--- config.mk ---
export PLATFORM = sky130hd
export DESIGN_NAME = usb_ep_fifo_mux_n
export DESIGN_NICKNAME = d
export VERILOG_FILES = /design/src/rtl/usb_ep_fifo_mux_n.sv
export SDC_FILE = /design/constraint.sdc
export NUM_CORES = 1
export LEC_CHECK = 0
export ABC_CLOCK_PERIOD_IN_PS = 2100
export CORE_AREA = 2 2 73 75
export CTS_CLUSTER_SIZE = 40
export DETAILED_ROUTE_END_ITERATION = 8
export DIE_AREA = 0 0 75 77
export PLACE_DENSITY = 0.78
export RECOVER_POWER = 25
export SYNTH_ARGS = -nofsm -noshare
export SYNTH_HDL_FRONTEND = slang
export SYNTH_SLANG_ARGS = --single-unit
--- constraint.sdc ---
create_clock -name clk -period 2.1 [get_ports clk]
set_clock_uncertainty 0.1 [all_clocks]
set_input_delay 0.21 -clock clk [delete_from_list [all_inputs] [get_ports clk]]
set_output_delay 0.21 -clock clk [all_outputs]
set_load 0.05 [all_outputs]
--- src/rtl/usb_ep_fifo_mux_n.sv ---
// rtl/usb_ep_fifo_mux_n.sv - steers TX/RX FIFO ports to a per-transaction latched endpoint, counts bytes
// Optional macro USB_EP_FIFO_MUX_GUARD_EN: masks reads of empty / writes to full endpoints, sticky error bits.
module usb_ep_fifo_mux_n #(
  parameter int NUM_EP    = 4,
  parameter int EP_ADDR_W = 4,
  parameter int DATA_W    = 8,
  parameter int CNT_W     = 11
) (
  input  logic                     clk,
  input  logic                     rst,
  input  logic [EP_ADDR_W-1:0]     currEndP,
  input  logic                     transStart,
  input  logic                     transDone,
  input  logic                     TxFifoREn,
  output logic [DATA_W-1:0]        TxFifoData,
  output logic                     TxFifoEmpty,
  output logic [NUM_EP-1:0]        TxFifoEPREn,
  input  logic [NUM_EP*DATA_W-1:0] TxFifoEPData,
  input  logic [NUM_EP-1:0]        TxFifoEPEmpty,
  input  logic                     RxFifoWEn,
  output logic                     RxFifoFull,
  output logic [NUM_EP-1:0]        RxFifoEPWEn,
  input  logic [NUM_EP-1:0]        RxFifoEPFull,
  output logic [EP_ADDR_W-1:0]     selEP,
  output logic                     transActive,
  output logic                     epInvalid,
  output logic [CNT_W-1:0]         txCount,
  output logic [CNT_W-1:0]         rxCount
`ifdef USB_EP_FIFO_MUX_GUARD_EN
  ,
  output logic [NUM_EP-1:0]        txUnderrun,
  output logic [NUM_EP-1:0]        rxOverrun
`endif
);

  typedef enum logic {S_IDLE, S_ACTIVE} state_t;

  localparam logic [EP_ADDR_W:0] LP_NUM_EP  = (EP_ADDR_W+1)'(NUM_EP);
  localparam logic [CNT_W-1:0]   LP_CNT_MAX = '1;

  state_t               r_state;
  logic                 r_trans_active;
  logic [EP_ADDR_W-1:0] r_sel_ep;
  logic                 r_ep_invalid;
  logic [CNT_W-1:0]     r_tx_count;
  logic [CNT_W-1:0]     r_rx_count;

  logic [NUM_EP-1:0]    w_onehot;
  logic [DATA_W-1:0]    w_ep_data;
  logic                 w_ep_empty;
  logic                 w_ep_full;
  logic                 w_open;
  logic                 w_tx_fwd;
  logic                 w_rx_fwd;

  // Loop-based decode so an out-of-range selEP never indexes past the packed buses.
  always_comb begin
    w_onehot   = '0;
    w_ep_data  = '0;
    w_ep_empty = 1'b1;
    w_ep_full  = 1'b1;
    for (int i = 0; i < NUM_EP; i++) begin
      if (r_sel_ep == EP_ADDR_W'(i)) begin
        w_onehot[i] = 1'b1;
        w_ep_data   = TxFifoEPData[i*DATA_W +: DATA_W];
        w_ep_empty  = TxFifoEPEmpty[i];
        w_ep_full   = RxFifoEPFull[i];
      end
    end
  end

  assign w_open = r_trans_active && !r_ep_invalid;

`ifdef USB_EP_FIFO_MUX_GUARD_EN
  assign w_tx_fwd = w_open && TxFifoREn && !w_ep_empty;
  assign w_rx_fwd = w_open && RxFifoWEn && !w_ep_full;
`else
  assign w_tx_fwd = w_open && TxFifoREn;
  assign w_rx_fwd = w_open && RxFifoWEn;
`endif

  assign TxFifoEPREn = w_tx_fwd ? w_onehot : '0;
  assign RxFifoEPWEn = w_rx_fwd ? w_onehot : '0;
  assign TxFifoEmpty = w_open ? w_ep_empty : 1'b1;
  assign RxFifoFull  = w_open ? w_ep_full  : 1'b1;
  assign TxFifoData  = r_ep_invalid ? '0 : w_ep_data;

  assign selEP       = r_sel_ep;
  assign transActive = r_trans_active;
  assign epInvalid   = r_ep_invalid;
  assign txCount     = r_tx_count;
  assign rxCount     = r_rx_count;

  // transStart wins over both transDone and a same-cycle count increment.
  always_ff @(posedge clk or posedge rst) begin
    if (rst) begin
      r_state        <= S_IDLE;
      r_trans_active <= 1'b0;
      r_sel_ep       <= '0;
      r_ep_invalid   <= 1'b0;
      r_tx_count     <= '0;
      r_rx_count     <= '0;
    end else if (transStart) begin
      r_state        <= S_ACTIVE;
      r_trans_active <= 1'b1;
      r_sel_ep       <= currEndP;
      r_ep_invalid   <= ({1'b0, currEndP} >= LP_NUM_EP);
      r_tx_count     <= '0;
      r_rx_count     <= '0;
    end else begin
      if (w_tx_fwd && (r_tx_count != LP_CNT_MAX))
        r_tx_count <= r_tx_count + 1'b1;
      if (w_rx_fwd && (r_rx_count != LP_CNT_MAX))
        r_rx_count <= r_rx_count + 1'b1;
      case (r_state)
        S_IDLE: begin
          r_trans_active <= 1'b0;
        end
        S_ACTIVE: begin
          if (transDone) begin
            r_state        <= S_IDLE;
            r_trans_active <= 1'b0;
          end
        end
        default: begin
          r_state        <= S_IDLE;
          r_trans_active <= 1'b0;
        end
      endcase
    end
  end

`ifdef USB_EP_FIFO_MUX_GUARD_EN
  logic [NUM_EP-1:0] r_tx_underrun;
  logic [NUM_EP-1:0] r_rx_overrun;

  always_ff @(posedge clk or posedge rst) begin
    if (rst) begin
      r_tx_underrun <= '0;
      r_rx_overrun  <= '0;
    end else begin
      if (w_open && TxFifoREn && w_ep_empty)
        r_tx_underrun <= r_tx_underrun | w_onehot;
      if (w_open && RxFifoWEn && w_ep_full)
        r_rx_overrun  <= r_rx_overrun | w_onehot;
    end
  end

  assign txUnderrun = r_tx_underrun;
  assign rxOverrun  = r_rx_overrun;
`endif

endmodule

==> results.tsv <==
metric	value	unit
status	complete, no violations	
Clock Path Buffers	2	
peak supply drop	0.000506	V
Area after DPL	0.00311	sq mm
Post-synth EDFFs	0	
post-synthesis sequential area ratio	0.378	
asr flop ratio synth	1.00	
HPWL after DPL	4.36	mm
Die Span X	75	um
crit-path max FO	13	
die height	77	um
all-layer global routing usage	0.204	
Nets	356	
RSZ-0062 raised after global routing	false	
clock network fraction of total power	0.316	
ranking of synthesized cells by area	dfrtp_1 38%, mux2_1 11%, nor2_1 5.7%, mux2_2 3.5%, mux2i_1 2.6%	
share of the synthesized area in the top cell type	0.378	
routability cong.	0.849	
Netlist cell types	48	
Net Sw Frac	0.295	
Worst EP required	1.79	ns
TritonRoute pass-1 iters	4	
combinational power share	0.277	
largest net degree at the start of global routing	29	
Fin. Hold Viols	0	
die area	0.00578	sq mm
clk sink count	29	
Sequential Power Share	0.408	
core area	0.00498	sq mm
Final Core Density	0.649	
setup slack, reg-to-reg	0.20	ns
Mean Syn Cell Area	9.56	sq um
GRT overflow	0	
Max-Cap Viols	0	
Slew HR	0.372	
CTS Hold Bufs	0	
mapped cell area	0.00192	sq mm
drt wl/cell	15.3	um
WP data arrival	1.71	ns
Final min period	2.02	ns
pwr dens	455	mW/mm^2
Initial Util	0.386	
Cells after Synth	201	
Pins Over Slew Limit	0	
FP Rows	26	
initial DRC count	82	
Pwr Total	1.47	mW
DP Worst Slack	0.171	ns
Hold WS	0.286	ns
area leader, netlist	dfrtp_1	
Reg2Reg Depth	5	
fraction of layout instances using a drive strength above 1	0.224	
most frequent cells in the layout	74 x clkdlybuf4s50_1, 28 x dfrtp_1, 19 x mux2_1, 18 x nor2_1, 18 x buf_4	
commonest non-fill, non-tap cell in the layout	clkdlybuf4s50_1	
Post-Route WL	5.72	mm
via count of the first global-routing pass	1875	
Port Buffer Count	95	
first-pass GRT wire length	9.25	mm
H-Tree Depth	2	
Finish-stage setup viols	0	
Worst Hold Class	input pin to asynchronous set/reset pin	
r2r endpoint	txCount[9]	
DRC errors left	0	
Post-synth top flop	dfrtp_1	
drt via density	5.26	
period utilisation layout	0.962	
Ant. Diodes	0	
Worst Setup Slack, final	0.0790	ns
slew of the pin with the lowest slew margin	0.942	ns
# fillers	417	
Static Leak	1.29	nW
sw power	0.433	mW
crit path kind	flip-flop to primary output	
P_int	1.04	mW
Syn Nets	253	
register bit total from synthesis	29	
Design Area, Final	0.00323	sq mm
Critical Path End Type	primary output	
post-route ant nets	0	
synth warn	0	
crit start category	flip-flop	
reg-to-reg startpoint	txCount[0]	
clk_lat worst skew	0.28	ns
antenna violations before repair	0	
io pins	96	
Max Clk Rate	0.495	GHz
total CTS buffers	5	
CTS root buffer	clkbuf_8	
CTS clock-pin slew for the worst setup and hold paths	0.06	ns
via count	1969	
CTS tree	done	
area delta synth->final	68.0	%
==> state kept, by name, summed over array words and instances, names as in the netlist <==
| name | flops |
|---|---|
| rxCount | 11 |
| txCount | 11 |
| selEP | 4 |
| epInvalid | 1 |
| r_state | 1 |
| transActive | 1 |
==> synth_stat cells, types with 3 or more instances <==
cell type  instances
mux2_1            19
a31oi_1            5
nor3_1             5
a21oi_1            9
nand2_1           11
inv_1              4
nor2_1            29
and3_1             3
clkbuf_1           5
o22ai_1            8
or3_1              4
nor2b_1            4
nand3_1            4
mux2i_1            5
dfrtp_1           29
nand4_1            8
mux2_2             6
==> cell type report <==
cell class | instances | area (sq um) | area share
repair buffers | 105 | 1100 | 0.341
inverters | 4 | 15.0 | 0.00465
clock buffers | 7 | 86.3 | 0.0267
multi-input cells | 159 | 1210 | 0.374
flip-flops and latches | 29 | 729 | 0.226
well taps | 70 | 87.6 | 0.0271
==> cells by family (layout without fill, tap and decap cells) <==
| family | after synthesis | after routing | synth area share |
|---|---|---|---|
| compound gates | 42 | 42 | 0.161 |
| xor+xnor | 4 | 4 | 0.0182 |
| fa+ha+maj | 2 | 2 | 0.0130 |
| buf+inv | 13 | 116 | 0.0267 |
| flops | 29 | 29 | 0.378 |
| mux | 30 | 30 | 0.173 |
| simple gates | 81 | 81 | 0.230 |
==> critical path, cell delays in order (launching register included) <==
cell,delay [ns]
dfrtp_4,0.50
buf_12,0.16
mux2_1,0.31
a31oi_1,0.19
o21ai_2,0.07
buf_4,0.19
==> worst max-delay path by stage <==
stage | endpoint | from | slack (ns) | cells past startpoint
after global routing | TxFifoData[4] | epInvalid | 0.02 | 3
after global placement | txCount[9] | TxFifoREn | 0.19 | 5
final | RxFifoFull | selEP[0] | 0.08 | 5
after CTS | TxFifoEmpty | selEP[0] | 0.02 | 4
after floorplan | RxFifoEPWEn[2] | selEP[2] | -0.41 | 3
after detailed placement | txCount[9] | TxFifoREn | 0.17 | 5
==> metrics by stage <==
step | cells | TNS, ns
final | 374 | 0
after global routing | 374 | 0
after CTS | 372 | 0
after detailed placement | 365 | 0
after global placement | 365 | 0
after floorplan | 201 | -1.09
==> power groups by stage <==
stage,registers (mW),clock network (mW),logic [mW]
floorplan,0.644,0,0.177
global placement,0.623,0,0.370
detailed placement,0.624,0,0.376
CTS,0.615,0.473,0.380
global route,0.602,0.501,0.431
finish,0.599,0.463,0.406
==> layer usage <==
metal | global-route usage | vias to the layer above | wire length (um)
met4 | 0.0714 | 0 | 119
li1 | - | 955 | -
met1 | 0.274 | 958 | 2480
met3 | 0.0381 | 13 | 201
met2 | 0.322 | 43 | 2920
met5 | 0 | - | 0
==> repair_timing <==
item / in CTS / in global routing
hold endpoints to repair: 0 / 0
resized for setup: 2 / 2
endpoints found under the setup margin: 10 / 11
buffers inserted: 0 / 2
No activity file was read; power rests on OpenSTA's default activity.
